<file path="src/rtl/crossbar_buffered.sv">
// crossbar_buffered: N-in/N-out val/rdy crossbar with multicast, per-output FIFOs and drain-before-commit reconfig
module crossbar_buffered #(
    parameter int BIT_WIDTH = 32,
    parameter int N_INPUTS  = 2,
    parameter int N_OUTPUTS = 2,
    parameter int DEPTH     = 2
) (
    input  logic                                        clk,
    input  logic                                        reset,
    input  logic [N_INPUTS*BIT_WIDTH-1:0]               recv_msg,
    input  logic [N_INPUTS-1:0]                         recv_val,
    output logic [N_INPUTS-1:0]                         recv_rdy,
    output logic [N_OUTPUTS*BIT_WIDTH-1:0]              send_msg,
    output logic [N_OUTPUTS-1:0]                        send_val,
    input  logic [N_OUTPUTS-1:0]                        send_rdy,
    input  logic [N_OUTPUTS*($clog2(N_INPUTS)+1)-1:0]   control,
    input  logic                                        control_val,
    output logic                                        control_rdy,
    output logic [N_OUTPUTS*($clog2(N_INPUTS)+1)-1:0]   active_config,
    output logic                                        busy
);
    localparam int SEL_W = $clog2(N_INPUTS);
    localparam int CW    = SEL_W + 1;
    localparam int PW    = DEPTH > 1 ? $clog2(DEPTH) : 1;
    localparam int CNTW  = $clog2(DEPTH + 1);
    typedef enum logic {RUN, DRAIN} state_t;
    state_t                      state;
    logic [N_OUTPUTS*CW-1:0]     pending;
    logic [N_OUTPUTS-1:0]        en, full, empty, push, pop;
    logic [N_INPUTS-1:0]         fire, any_sel, blocked;
    logic [SEL_W-1:0]            sel    [N_OUTPUTS];
    logic [BIT_WIDTH-1:0]        din    [N_OUTPUTS];
    logic [PW-1:0]               wr_ptr [N_OUTPUTS];
    logic [PW-1:0]               rd_ptr [N_OUTPUTS];
    logic [CNTW-1:0]             cnt    [N_OUTPUTS];
    logic [BIT_WIDTH-1:0]        mem    [N_OUTPUTS][DEPTH];
    // An input is ready only when every enabled output listening to it can accept, so multicast stays atomic.
    always_comb begin
        any_sel = '0;
        blocked = '0;
        push    = '0;
        for (int j = 0; j < N_OUTPUTS; j++) begin
            sel[j]   = active_config[j*CW +: SEL_W];
            en[j]    = active_config[j*CW+SEL_W] && (int'(sel[j]) < N_INPUTS);
            full[j]  = cnt[j] == CNTW'(DEPTH);
            empty[j] = cnt[j] == '0;
            pop[j]   = !empty[j] && send_rdy[j];
            din[j]   = '0;
            for (int i = 0; i < N_INPUTS; i++) begin
                if (en[j] && sel[j] == SEL_W'(i)) begin
                    any_sel[i] = 1'b1;
                    blocked[i] = blocked[i] | full[j];
                    din[j]     = recv_msg[i*BIT_WIDTH +: BIT_WIDTH];
                end
            end
        end
        recv_rdy = (reset && state == RUN) ? any_sel & ~blocked : '0;
        fire     = recv_val & recv_rdy;
        for (int j = 0; j < N_OUTPUTS; j++)
            for (int i = 0; i < N_INPUTS; i++)
                if (en[j] && sel[j] == SEL_W'(i) && fire[i]) push[j] = 1'b1;
    end
    always_comb begin
        for (int j = 0; j < N_OUTPUTS; j++) send_msg[j*BIT_WIDTH +: BIT_WIDTH] = mem[j][rd_ptr[j]];
    end
    assign send_val    = ~empty;
    assign control_rdy = reset && state == RUN;
    assign busy        = state == DRAIN;
    always_ff @(posedge clk or negedge reset) begin
        if (!reset) begin
            state   <= RUN;
            pending <= '0;
            for (int j = 0; j < N_OUTPUTS; j++) begin
                active_config[j*CW +: CW] <= {1'b1, SEL_W'(j % N_INPUTS)};
                wr_ptr[j] <= '0;
                rd_ptr[j] <= '0;
                cnt[j]    <= '0;
            end
        end else begin
            for (int j = 0; j < N_OUTPUTS; j++) begin
                if (push[j]) wr_ptr[j] <= wr_ptr[j] == PW'(DEPTH-1) ? '0 : wr_ptr[j] + 1'b1;
                if (pop[j])  rd_ptr[j] <= rd_ptr[j] == PW'(DEPTH-1) ? '0 : rd_ptr[j] + 1'b1;
                cnt[j] <= cnt[j] + CNTW'(push[j]) - CNTW'(pop[j]);
            end
            if (state == RUN) begin
                if (control_val && control_rdy) begin
                    pending <= control;
                    state   <= DRAIN;
                end
            end else if (empty == '1) begin
                active_config <= pending;
                state         <= RUN;
            end
        end
    end
    always_ff @(posedge clk) begin
        for (int j = 0; j < N_OUTPUTS; j++)
            if (push[j]) mem[j][wr_ptr[j]] <= din[j];
    end
endmodule

</file>
<file path="config.mk">
export PLATFORM = sky130hd
export DESIGN_NAME = crossbar_buffered
export DESIGN_NICKNAME = d
export VERILOG_FILES = /design/src/rtl/crossbar_buffered.sv
export SDC_FILE = /design/constraint.sdc
export NUM_CORES = 1
export LEC_CHECK = 0
export CORE_ASPECT_RATIO = 1.4
export CORE_MARGIN = 2
export CORE_UTILIZATION = 60
export CTS_CLUSTER_DIAMETER = 80
export DETAILED_ROUTE_END_ITERATION = 8
export DONT_BUFFER_PORTS = 1
export HOLD_SLACK_MARGIN = 0.06
export PLACE_DENSITY = 0.81
export SLEW_MARGIN = 10
export SYNTH_ARGS = -nofsm -noshare
export SYNTH_HDL_FRONTEND = slang
export SYNTH_SLANG_ARGS = --single-unit
</file>
<file path="constraint.sdc">
create_clock -name clk -period 9.2 [get_ports clk]
set_clock_uncertainty 0.15 [all_clocks]
set_input_delay 1.38 -clock clk [delete_from_list [all_inputs] [get_ports clk]]
set_output_delay 1.38 -clock clk [all_outputs]
set_load 0.02 [all_outputs]
</file>
==> results by group, run 1 <==
Logic synthesis
  – Post-synth ARST share: 11.7%
  – Post-synth EDFFs: 128
  – Yosys top cell area share: 57.9%
  – Post-Syn Nets: 501
  – Register area share after synthesis: 64.4%
  – Cell taking the most area after synthesis: edfxtp_1
  – Most used DFF post-synth: edfxtp_1
  – #FFs+latches synth: 145
  – Yosys warning count: 0
  – Ranking of synthesized cells by area: edfxtp_1 (58%), mux2_2 (12%), mux2i_1 (9.7%), nor2b_1 (6.3%), dfrtp_1 (5.3%)
  – Synthesized area: 0.00664 mm²
  – Number of distinct library cells after synthesis: 35
  – Avg Inst Size Synth: 15.7 µm²
  – Cells after Synth: 422

Min path
  – Hold_sp: pending[1]$_DFFE_PN0P_
  – Worst hold path class: reg -> reg

Clock tree
  – Setup bufs post-CTS: 0
  – H-tree depth: 4
  – CTS max path bufs: 2
  – CTS buffer count: 17
  – Root Buffer Master: clkbuf_16
  – # clock sinks: 145
  – Clk_lat worst skew: 0.42 ns
  – CTS clk-pin slew, worst paths: 0.06 ns
  – CTS tree: built
  – Post-CTS Hold Buffers: 0
  – # resized after CTS: 0

Routing
  – Drt total wl: 12,700 µm
  – WL/cell: 22.1 µm
  – Vias post-DR: 3,421
  – Drt first pass iters: 6
  – Remaining antenna violation count: 0
  – # DRC: 0
  – Via density: 5.97
  – Initial DRC count: 158

Die
  – I/O Pins: 149
  – Die span in x: 92.9 µm
  – Core ar.: 0.0108 mm²
  – Die area: 0.0119 mm²
  – Starting Density: 61.4%
  – Row count: 45
  – Die Height: 128 µm

STA
  – Fin crit share: 44.4%
  – Max_slew headroom: 31.9%
  – Setup TNS: 0 ns
  – Final hold violation count: 0
  – Maximum clock frequency: 245 MHz
  – Final WS setup: 5.12 ns
  – Max-slew violation count: 0
  – RSZ-0062 raised after global routing: false
  – Post-layout min period: 4.08 ns
  – Worst slew pin tran: 1.02 ns
  – Setup-failing EPs final: 0

Pwr
  – Leak: 2.65 nW
  – Peak VDD IR: 0.000234 V
  – Pwr Density: 338 mW/mm²

Placed design
  – Dpl ws: 5.54 ns
  – Port Buffers: 0
  – GP Congestion: 0.750
  – Post-DP HPWL: 8050 µm

Global routing
  – GRT overflow: 0
  – Vias in the first global route: 3,827
  – GR Util All Layers: 22.3%
  – First-pass GRT wire length: 19,400 µm
  – Initial antenna violation count: 0
  – Largest net degree at the start of global routing: 41

Setup path
  – Crit end category: output port
  – RR Startpoint: active_config[0]$_DFFE_PN0P_
  – CP Class: reg -> out
  – Worst setup path startpoint: active_config[2]$_DFFE_PN1P_
  – CP Data Arrival Time: 2.55 ns
  – Req. time, crit path: 7.67 ns
  – Worst-path fanout max: 38
  – Critical path startpoint category: flip-flop

Final layout
  – Share of cells above drive strength 1: 26.6%
  – Diodes inserted: 0
  – Most common cell after layout, fill and taps aside: edfxtp_1
  – Nets@finish: 499
  – Most frequent cells in the layout: edfxtp_1 (128), mux2_2 (68), nor2b_1 (65)
  – Layout area overhead: 12.1%

Flow run
  – Max-Cap Viols: 0

Outcome
  – Run status: finished clean
-- synthesized netlist by cell type, types with 6 or more instances --
| master | n |
|---|---|
| clkbuf_1 | 8 |
| nor2b_1 | 67 |
| mux2i_1 | 64 |
| mux2_2 | 68 |
| buf_2 | 12 |
| edfxtp_1 | 128 |
| xnor2_1 | 6 |
| dfrtp_1 | 14 |
| inv_1 | 9 |
-- critical path, stage by stage (launching register included) --
cell,delay [ns]
dfstp_2,0.52
buf_4,0.54
nand2_1,0.14
nor2_1,0.18
a31oi_1,0.06
a311oi_1,0.68
-- flip-flops by register name (all words and copies together) (netlist names) --
signal	flops
busy	1
mem	128
pending	4
active_config	4
cnt	4
wr_ptr	2
rd_ptr	2
-- metrics by stage --
stage | std cells | cell area (µm²) | utilization, % | total power, mW | hold WS (ns)
2_1_floorplan | 422 | 6640 | - | 1.59 | 0.302
3_3_place_gp | 542 | 6750 | 62.4 | 1.70 | 0.308
3_5_place_dp | 542 | 6750 | 62.4 | 1.72 | 0.327
4_1_cts | 573 | 7440 | 68.8 | 2.53 | 0.342
5_1_grt | 573 | 7440 | 68.8 | 2.62 | 0.361
6_report | 573 | 7440 | 68.8 | 2.51 | 0.336
-- final timing paths --
| path | end | slack, ns | depth (start not counted) |
|---|---|---|---|
| worst min-delay path | active_config[1]$_DFFE_PN1P_ | 0.34 | 1 |
| min in group asynchronous | pending[2]$_DFFE_PN0P_ | 0.50 | 0 |
| worst min register to register | active_config[1]$_DFFE_PN1P_ | 0.34 | 1 |
| worst max register to register | mem[0][44]$_DFFE_PP_ | 5.77 | 5 |
| max in group asynchronous | active_config[2]$_DFFE_PN1P_ | 8.22 | 0 |
| worst max-delay path | recv_rdy[1] | 5.12 | 5 |
-- cell families after synthesis --
family | Yosys count | synth area share (%)
xor gates and xnor gates | 8 | 1.06
DFF | 145 | 64.4
muxes | 136 | 21.9
and+or+nand+nor | 88 | 8.47
buffers and inverters | 33 | 2.32
adders and majority gates | 4 | 0.754
AOI/OAI and AO/OA | 8 | 1.13
-- cell type report --
class / count / area (µm²)
clock buffers: 19 / 433
flip-flops and latches: 145 / 4280
clock inverters: 12 / 260
well taps: 141 / 176
repair buffers: 3 / 22.5
inverters: 9 / 33.8
multi-input cells: 244 / 2240
fillers: 745 / 3370
-- layer usage --
layer	vias up	track usage (%)	wire [µm]
met4	0	8.65	277
met1	1727	23.0	4470
li1	1541	-	-
met5	-	0	0
met2	127	40.7	6990
met3	26	8.31	940
-- power breakdown --
part           total [mW]  leakage, nW  switching (mW)  internal [mW]
clock               0.807        0.334           0.248          0.559
combinational       0.723        0.948           0.408          0.315
sequential          0.985         1.37           0.133          0.851
total                2.51         2.65           0.789           1.73
No activity file was read; power rests on OpenSTA's default activity.
==> run 2, diff against run 1 <==
==> constraint.sdc (replaced) <==
create_clock -name clk -period 3.9 [get_ports clk]
set_clock_uncertainty 0.15 [all_clocks]
set_input_delay 0.585 -clock clk [delete_from_list [all_inputs] [get_ports clk]]
set_output_delay 0.585 -clock clk [all_outputs]
set_load 0.02 [all_outputs]
==> results by group, run 2 (same netlist as run 1, synthesis figures left out) <==
Outcome
  – Run status: finished clean

Final layout
  – Nets@finish: 505 (+1.2%)
  – Layout area overhead: 11.3%
  – Max reg flops: 128 (unchanged)
  – Share of cells above drive strength 1: 27.8% (+1.2 points)
  – Final Util: 68.3% (-0.51 points)
  – Most common cell after layout, fill and taps aside: edfxtp_1
  – Most frequent cells in the layout: edfxtp_1 (128), mux2_2 (68), nor2b_1 (65)
  – Diodes inserted: 0 (unchanged)
  – Design area: 0.00738 mm² (-0.74%)

Clock tree
  – H-tree depth: 4 (unchanged)
  – # clock sinks: 145 (unchanged)
  – Clk_lat worst skew: 0.42 ns (about the same)
  – # resized after CTS: 0 (unchanged)
  – Root Buffer Master: clkbuf_16
  – CTS max path bufs: 2 (unchanged)
  – CTS buffer count: 17 (unchanged)
  – CTS clk-pin slew, worst paths: 0.06 ns (about the same)
  – CTS tree: built

Min path
  – Worst hold path class: in -> reg
  – Hold_sp: control[3]
  – Hold EP: pending[3]$_DFFE_PN0P_
  – Worst hold path depth: 1 (unchanged)

STA
  – Setup-failing EPs final: 0 (unchanged)
  – Worst Hold Slack: 0.162 ns (-0.174 ns)
  – Maximum clock frequency: 309 MHz
  – Setup TNS: 0 ns (unchanged)
  – Worst slew pin tran: 0.792 ns (-0.227 ns)
  – Max_slew headroom: 47.2% (+15 points)
  – RSZ-0062 raised after global routing: false
  – Post-layout min period: 3.23 ns
  – Final hold violation count: 0 (unchanged)
  – Max-slew violation count: 0 (unchanged)
  – Fin crit share: 82.9%

Global routing
  – GR Util All Layers: 23.0% (+0.68 points)
  – Initial antenna violation count: 0 (unchanged)
  – Met3 Use GR: 8.96% (+0.64 points)
  – Met2 GRT Util: 40.3% (-0.38 points)
  – First-pass GRT wire length: 19,900 µm (+2.7%)
  – GRT overflow: 0 (unchanged)
  – Vias in the first global route: 3,500 (-8.5%)
  – GRT busiest layer: met2
  – GR Util met1: 26.0% (+3.0 points)
  – Largest net degree at the start of global routing: 41 (unchanged)

Placed design
  – Post-DP HPWL: 8650 µm (+7.5%)
  – GP Congestion: 0.837 (+12%)
  – Placed inst area: 0.00678 mm² (+0.56%)
  – Port Buffers: 0 (unchanged)

Die
  – I/O Pins: 149 (unchanged)
  – Die Height: 128 µm (unchanged)
  – Die area: 0.0119 mm² (unchanged)
  – Die span in x: 92.9 µm (unchanged)
  – Core ar.: 0.0108 mm² (unchanged)
  – Row count: 45 (unchanged)
  – Starting Density: 61.4% (unchanged)

Setup path
  – RR Startpoint: active_config[0]$_DFFE_PN0P_
  – Crit end category: output port
  – Worst reg2reg path depth: 6 (+1)
  – Req. time, crit path: 3.16 ns (-4.51 ns)
  – Worst-path fanout max: 22 (-42%)
  – Critical path startpoint category: flip-flop
  – CP Class: reg -> out
  – Internal reg-to-reg setup slack: 0.75 ns (-5.02 ns)
  – CP Data Arrival Time: 2.50 ns (-0.05 ns)
  – Critical R2R Capture: mem[0][7]$_DFFE_PP_

Routing
  – Remaining antenna violation count: 0 (unchanged)
  – Drt total wl: 13,100 µm (+3.8%)
  – Vias post-DR: 3,455 (+0.99%)
  – WL/cell: 22.7 µm (+2.5%)
  – Drt first pass iters: 5 (-1)
  – # DRC: 0 (unchanged)
  – Via density: 5.96 (-0.23%)
  – Initial DRC count: 178 (+13%)

Pwr
  – Peak VDD IR: 0.000470 V (+100%)
  – Leak: 2.63 nW (-0.87%)
  – Pwr Density: 770 mW/mm² (+130%)

Flow run
  – Max-Cap Viols: 0 (unchanged)
==> run 2: cell count changes in the layout (fill, tap and decap cells not counted) <==
cell	previous run	this run
clkinvlp_4	0	3
clkinv_2	0	3
clkinv_1	3	0
buf_4	3	8
dlygate4sd3_1	0	1
clkbuf_8	0	1
bufinv_16	8	3
clkbuf_1	2	4
inv_6	1	0
clkinv_4	0	1
==> run 2: how the worst max path moves through the flow <==
| stage | start | endpoint | slack [ns] | depth (start not counted) |
|---|---|---|---|---|
| 6_report | active_config[0]$_DFFE_PN0P_ | recv_rdy[1] | 0.67 | 3 |
| 5_1_grt | active_config[0]$_DFFE_PN0P_ | recv_rdy[1] | 0.55 | 3 |
| 2_1_floorplan | active_config[0]$_DFFE_PN0P_ | mem[0][0]$_DFFE_PP_ | 0.72 | 4 |
| 4_1_cts | active_config[0]$_DFFE_PN0P_ | recv_rdy[1] | 0.67 | 3 |
| 3_5_place_dp | active_config[0]$_DFFE_PN0P_ | mem[0][8]$_DFFE_PP_ | 0.79 | 6 |
| 3_3_place_gp | active_config[0]$_DFFE_PN0P_ | mem[0][3]$_DFFE_PP_ | 0.87 | 6 |
==> run 2: where the power goes <==
part           internal, mW  total, mW  switching [mW]
sequential             2.01       2.37           0.364
clock                  1.02       1.61           0.595
combinational         0.750       1.70           0.952
total                  3.78       5.69            1.91
==> run 2: layer usage <==
| metal | vias to the layer above | wire [µm] |
|---|---|---|
| li1 | 1553 | - |
| met1 | 1749 | 4890 |
| met2 | 136 | 7170 |
| met3 | 17 | 864 |
| met4 | 0 | 218 |
| met5 | - | 0 |
==> run 2: cell type report <==
| cell class | count | area (µm²) |
|---|---|---|
| fillers | 726 | 3430 |
| well taps | 141 | 176 |
| inverters | 9 | 33.8 |
| repair buffers | 9 | 70.1 |
| clock buffers | 22 | 454 |
| multi-input cells | 244 | 2240 |
| clock inverters | 10 | 136 |
| flip-flops and latches | 145 | 4280 |
==> run 2: metrics by stage <==
stage / power, mW / worst slack, ns / instances
after CTS: 5.72 / 0.668 / 580
after global routing: 5.91 / 0.549 / 580
after detailed placement: 4.10 / 0.793 / 547
after global placement: 4.04 / 0.866 / 547
final: 5.69 / 0.665 / 580
after floorplan: 3.75 / 0.722 / 422
==> run 2: repair_timing <==
action                    4_1_cts  5_1_grt
hold endpoints to repair       17        0
setup buffers                   0        0
hold buffers                    1        0
==> run 2: worst max-delay path, stage by stage (launching register included) <==
cell and delay [ns]:
dfrtp_2 0.73, buf_4 0.49, a31oi_1 0.15, a311oi_1 0.69
==> run 3, diff against run 2 <==
--- a/config.mk
+++ b/config.mk
@@ -7,12 +7,12 @@
 export LEC_CHECK = 0
 export CORE_ASPECT_RATIO = 1.4
 export CORE_MARGIN = 2
-export CORE_UTILIZATION = 60
+export CORE_UTILIZATION = 57
 export CTS_CLUSTER_DIAMETER = 80
 export DETAILED_ROUTE_END_ITERATION = 8
 export DONT_BUFFER_PORTS = 1
 export HOLD_SLACK_MARGIN = 0.06
-export PLACE_DENSITY = 0.81
+export PLACE_DENSITY = 0.8
 export SLEW_MARGIN = 10
 export SYNTH_ARGS = -nofsm -noshare
 export SYNTH_HDL_FRONTEND = slang
==> constraint.sdc (replaced) <==
create_clock -name clk -period 2.8 [get_ports clk]
set_clock_uncertainty 0.15 [all_clocks]
set_input_delay 0.42 -clock clk [delete_from_list [all_inputs] [get_ports clk]]
set_output_delay 0.42 -clock clk [all_outputs]
set_load 0.02 [all_outputs]
==> results by group, run 3 (same netlist as run 1, synthesis figures left out) <==
Die
  – Starting Density: 58.5% (-2.9 points)
  – Die span in x: 95.2 µm (+2.5%)
  – Row count: 46 (+2.2%)
  – Die Height: 132 µm (+2.5%)
  – Core ar.: 0.0113 mm² (+4.9%)
  – I/O Pins: 149 (unchanged)
  – Die area: 0.0125 mm² (+5.1%)

STA
  – Max_slew headroom: 44.3% (-2.9 points)
  – Post-layout min period: 2.61 ns
  – Fin crit share: 93.2%
  – Final hold violation count: 0 (unchanged)
  – Setup TNS: 0 ns (unchanged)
  – Setup-failing EPs final: 0 (unchanged)
  – RSZ-0062 raised after global routing: false
  – Worst slew pin tran: 0.836 ns (+0.0436 ns)
  – Maximum clock frequency: 383 MHz
  – Max-slew violation count: 0 (unchanged)

Final layout
  – Nets@finish: 516 (+2.2%)
  – Fin cells: 594 (+2.4%)
  – Most common cell after layout, fill and taps aside: edfxtp_1
  – Layout area overhead: 12.4%
  – Share of cells above drive strength 1: 28.5% (+0.72 points)
  – Final Util: 65.8% (-2.5 points)
  – Multi-input gate area: 0.00224 mm² (unchanged)
  – Most frequent cells in the layout: edfxtp_1 (128), mux2_2 (68), nor2b_1 (65)
  – FF/Latch Area: 0.00428 mm² (about the same)
  – Max reg flops: 128 (unchanged)
  – Fill cells: 810 (+12%)

Setup path
  – Req. time, crit path: 2.23 ns (-0.93 ns)
  – Worst reg2reg path depth: 7 (+1)
  – Worst-path fanout max: 21 (-4.5%)
  – Internal reg-to-reg setup slack: 0.38 ns (-0.37 ns)
  – CP Data Arrival Time: 2.04 ns (-0.46 ns)
  – Slowest stage cell on the critical path: dfstp_2
  – Crit end category: output port
  – CP cell instances: nand2_1 > nor2_1 > a31oi_1 > a311oi_1 > buf_4
  – Buffers and inverters on the worst path: 1 (unchanged)
  – Critical R2R Capture: cnt[3]$_DFF_PN0_
  – Critical path startpoint category: flip-flop
  – Max incr delay on CP: 0.74 ns (about the same)
  – RR Startpoint: active_config[1]$_DFFE_PN1P_
  – CP top delay family: flip-flops
  – CP Class: reg -> out

Min path
  – Worst hold path class: in -> reg
  – Hold_sp: send_rdy[0]
  – Worst hold path depth: 2 (+1)
  – Hold EP: rd_ptr[1]$_DFFE_PN0P_

Global routing
  – GRT overflow: 0 (unchanged)
  – Initial antenna violation count: 1 (+1)
  – GR Util All Layers: 22.1% (-0.89 points)
  – First-pass GRT wire length: 19,800 µm (-0.42%)
  – Largest net degree at the start of global routing: 34 (-17%)
  – Vias in the first global route: 3,729 (+6.5%)

Routing
  – Drt first pass iters: 4 (-1)
  – Vias post-DR: 3,420 (-1.0%)
  – Met3 routed wirelength: 868 µm (+0.46%)
  – Via density: 5.76 (-3.3%)
  – WL/cell: 22.3 µm (-1.7%)
  – # DRC: 0 (unchanged)
  – Wire length on met2: 7140 µm (-0.38%)
  – Initial DRC count: 150 (-16%)
  – Top sig layer: met4
  – WL met1: 4790 µm (-2.1%)
  – Drt total wl: 13,200 µm (+0.69%)
  – Remaining antenna violation count: 0 (unchanged)

Clock tree
  – CTS clk-pin slew, worst paths: 0.06 ns (about the same)
  – Root Buffer Master: clkbuf_16
  – Clk_lat worst skew: 0.41 ns (about the same)
  – CTS max path bufs: 2 (unchanged)
  – CTS buffer count: 17 (unchanged)
  – Setup bufs post-CTS: 0 (unchanged)
  – H-tree depth: 4 (unchanged)
  – CTS tree: built
  – # clock sinks: 145 (unchanged)

Pwr
  – Leak: 2.67 nW (+1.4%)
  – Total design power: 7.81 mW (+37%)
  – Peak VDD IR: 0.000510 V (+8.4%)
  – Pwr Density: 1050 mW/mm² (+36%)

Placed design
  – Port Buffers: 0 (unchanged)
  – Post-DP HPWL: 9150 µm (+5.7%)
  – GP Congestion: 0.764 (-8.8%)
  – Placed cells: 557 (+1.8%)

Flow run
  – Max-Cap Viols: 0 (unchanged)

Outcome
  – Run status: finished clean
## run 3: final cells by class
type,count,share of cell area (%)
Sequential cell,145,57.3
Timing Repair Buffer,20,2.35
Tap cell,144,2.42
Clock inverter,12,1.58
Clock buffer,19,5.81
Multi-Input combinational cell,244,30.0
Inverter,9,0.453
Antenna cell,1,0.0336
## run 3: worst max-delay path by stage
stage	start	end	slack [ns]	cells after the start
3_3_place_gp	active_config[1]$_DFFE_PN1P_	cnt[3]$_DFF_PN0_	0.47	7
4_1_cts	active_config[3]$_DFFE_PN1P_	recv_rdy[1]	0.12	5
3_5_place_dp	active_config[1]$_DFFE_PN1P_	cnt[3]$_DFF_PN0_	0.39	7
5_1_grt	active_config[3]$_DFFE_PN1P_	recv_rdy[1]	0.03	5
2_1_floorplan	active_config[0]$_DFFE_PN0P_	mem[0][0]$_DFFE_PP_	0.21	4
6_report	active_config[3]$_DFFE_PN1P_	recv_rdy[1]	0.19	5
## run 3: power by group
| group | internal [mW] | switching (mW) | total, mW | leakage, nW |
|---|---|---|---|---|
| sequential | 2.79 | 0.402 | 3.20 | 1.37 |
| combinational | 1.08 | 1.44 | 2.52 | 1.04 |
| clock | 1.29 | 0.807 | 2.10 | 0.262 |
| total | 5.16 | 2.65 | 7.81 | 2.67 |
## run 3: layer usage
metal,vias up,GRT usage [%]
met3,31,7.17
met5,-,0
li1,1580,-
met4,0,11.7
met1,1691,23.8
met2,118,37.5
## run 3: per-stage QoR
step / worst slack (ns) / instance area [µm²] / hold slack [ns]
floorplan: 0.209 / 6650 / -0.0256
global placement: 0.468 / 6850 / -0.0250
detailed placement: 0.389 / 6850 / -0.0250
CTS: 0.125 / 7450 / 0.107
global route: 0.0306 / 7460 / 0.131
finish: 0.191 / 7460 / 0.120
## run 3: what timing repair did
item | 4_1_cts | 5_1_grt
endpoints found under the setup margin | 0 | 0
resized for setup | 0 | 0
hold endpoints to repair | 21 | 0
hold buffers | 5 | 0
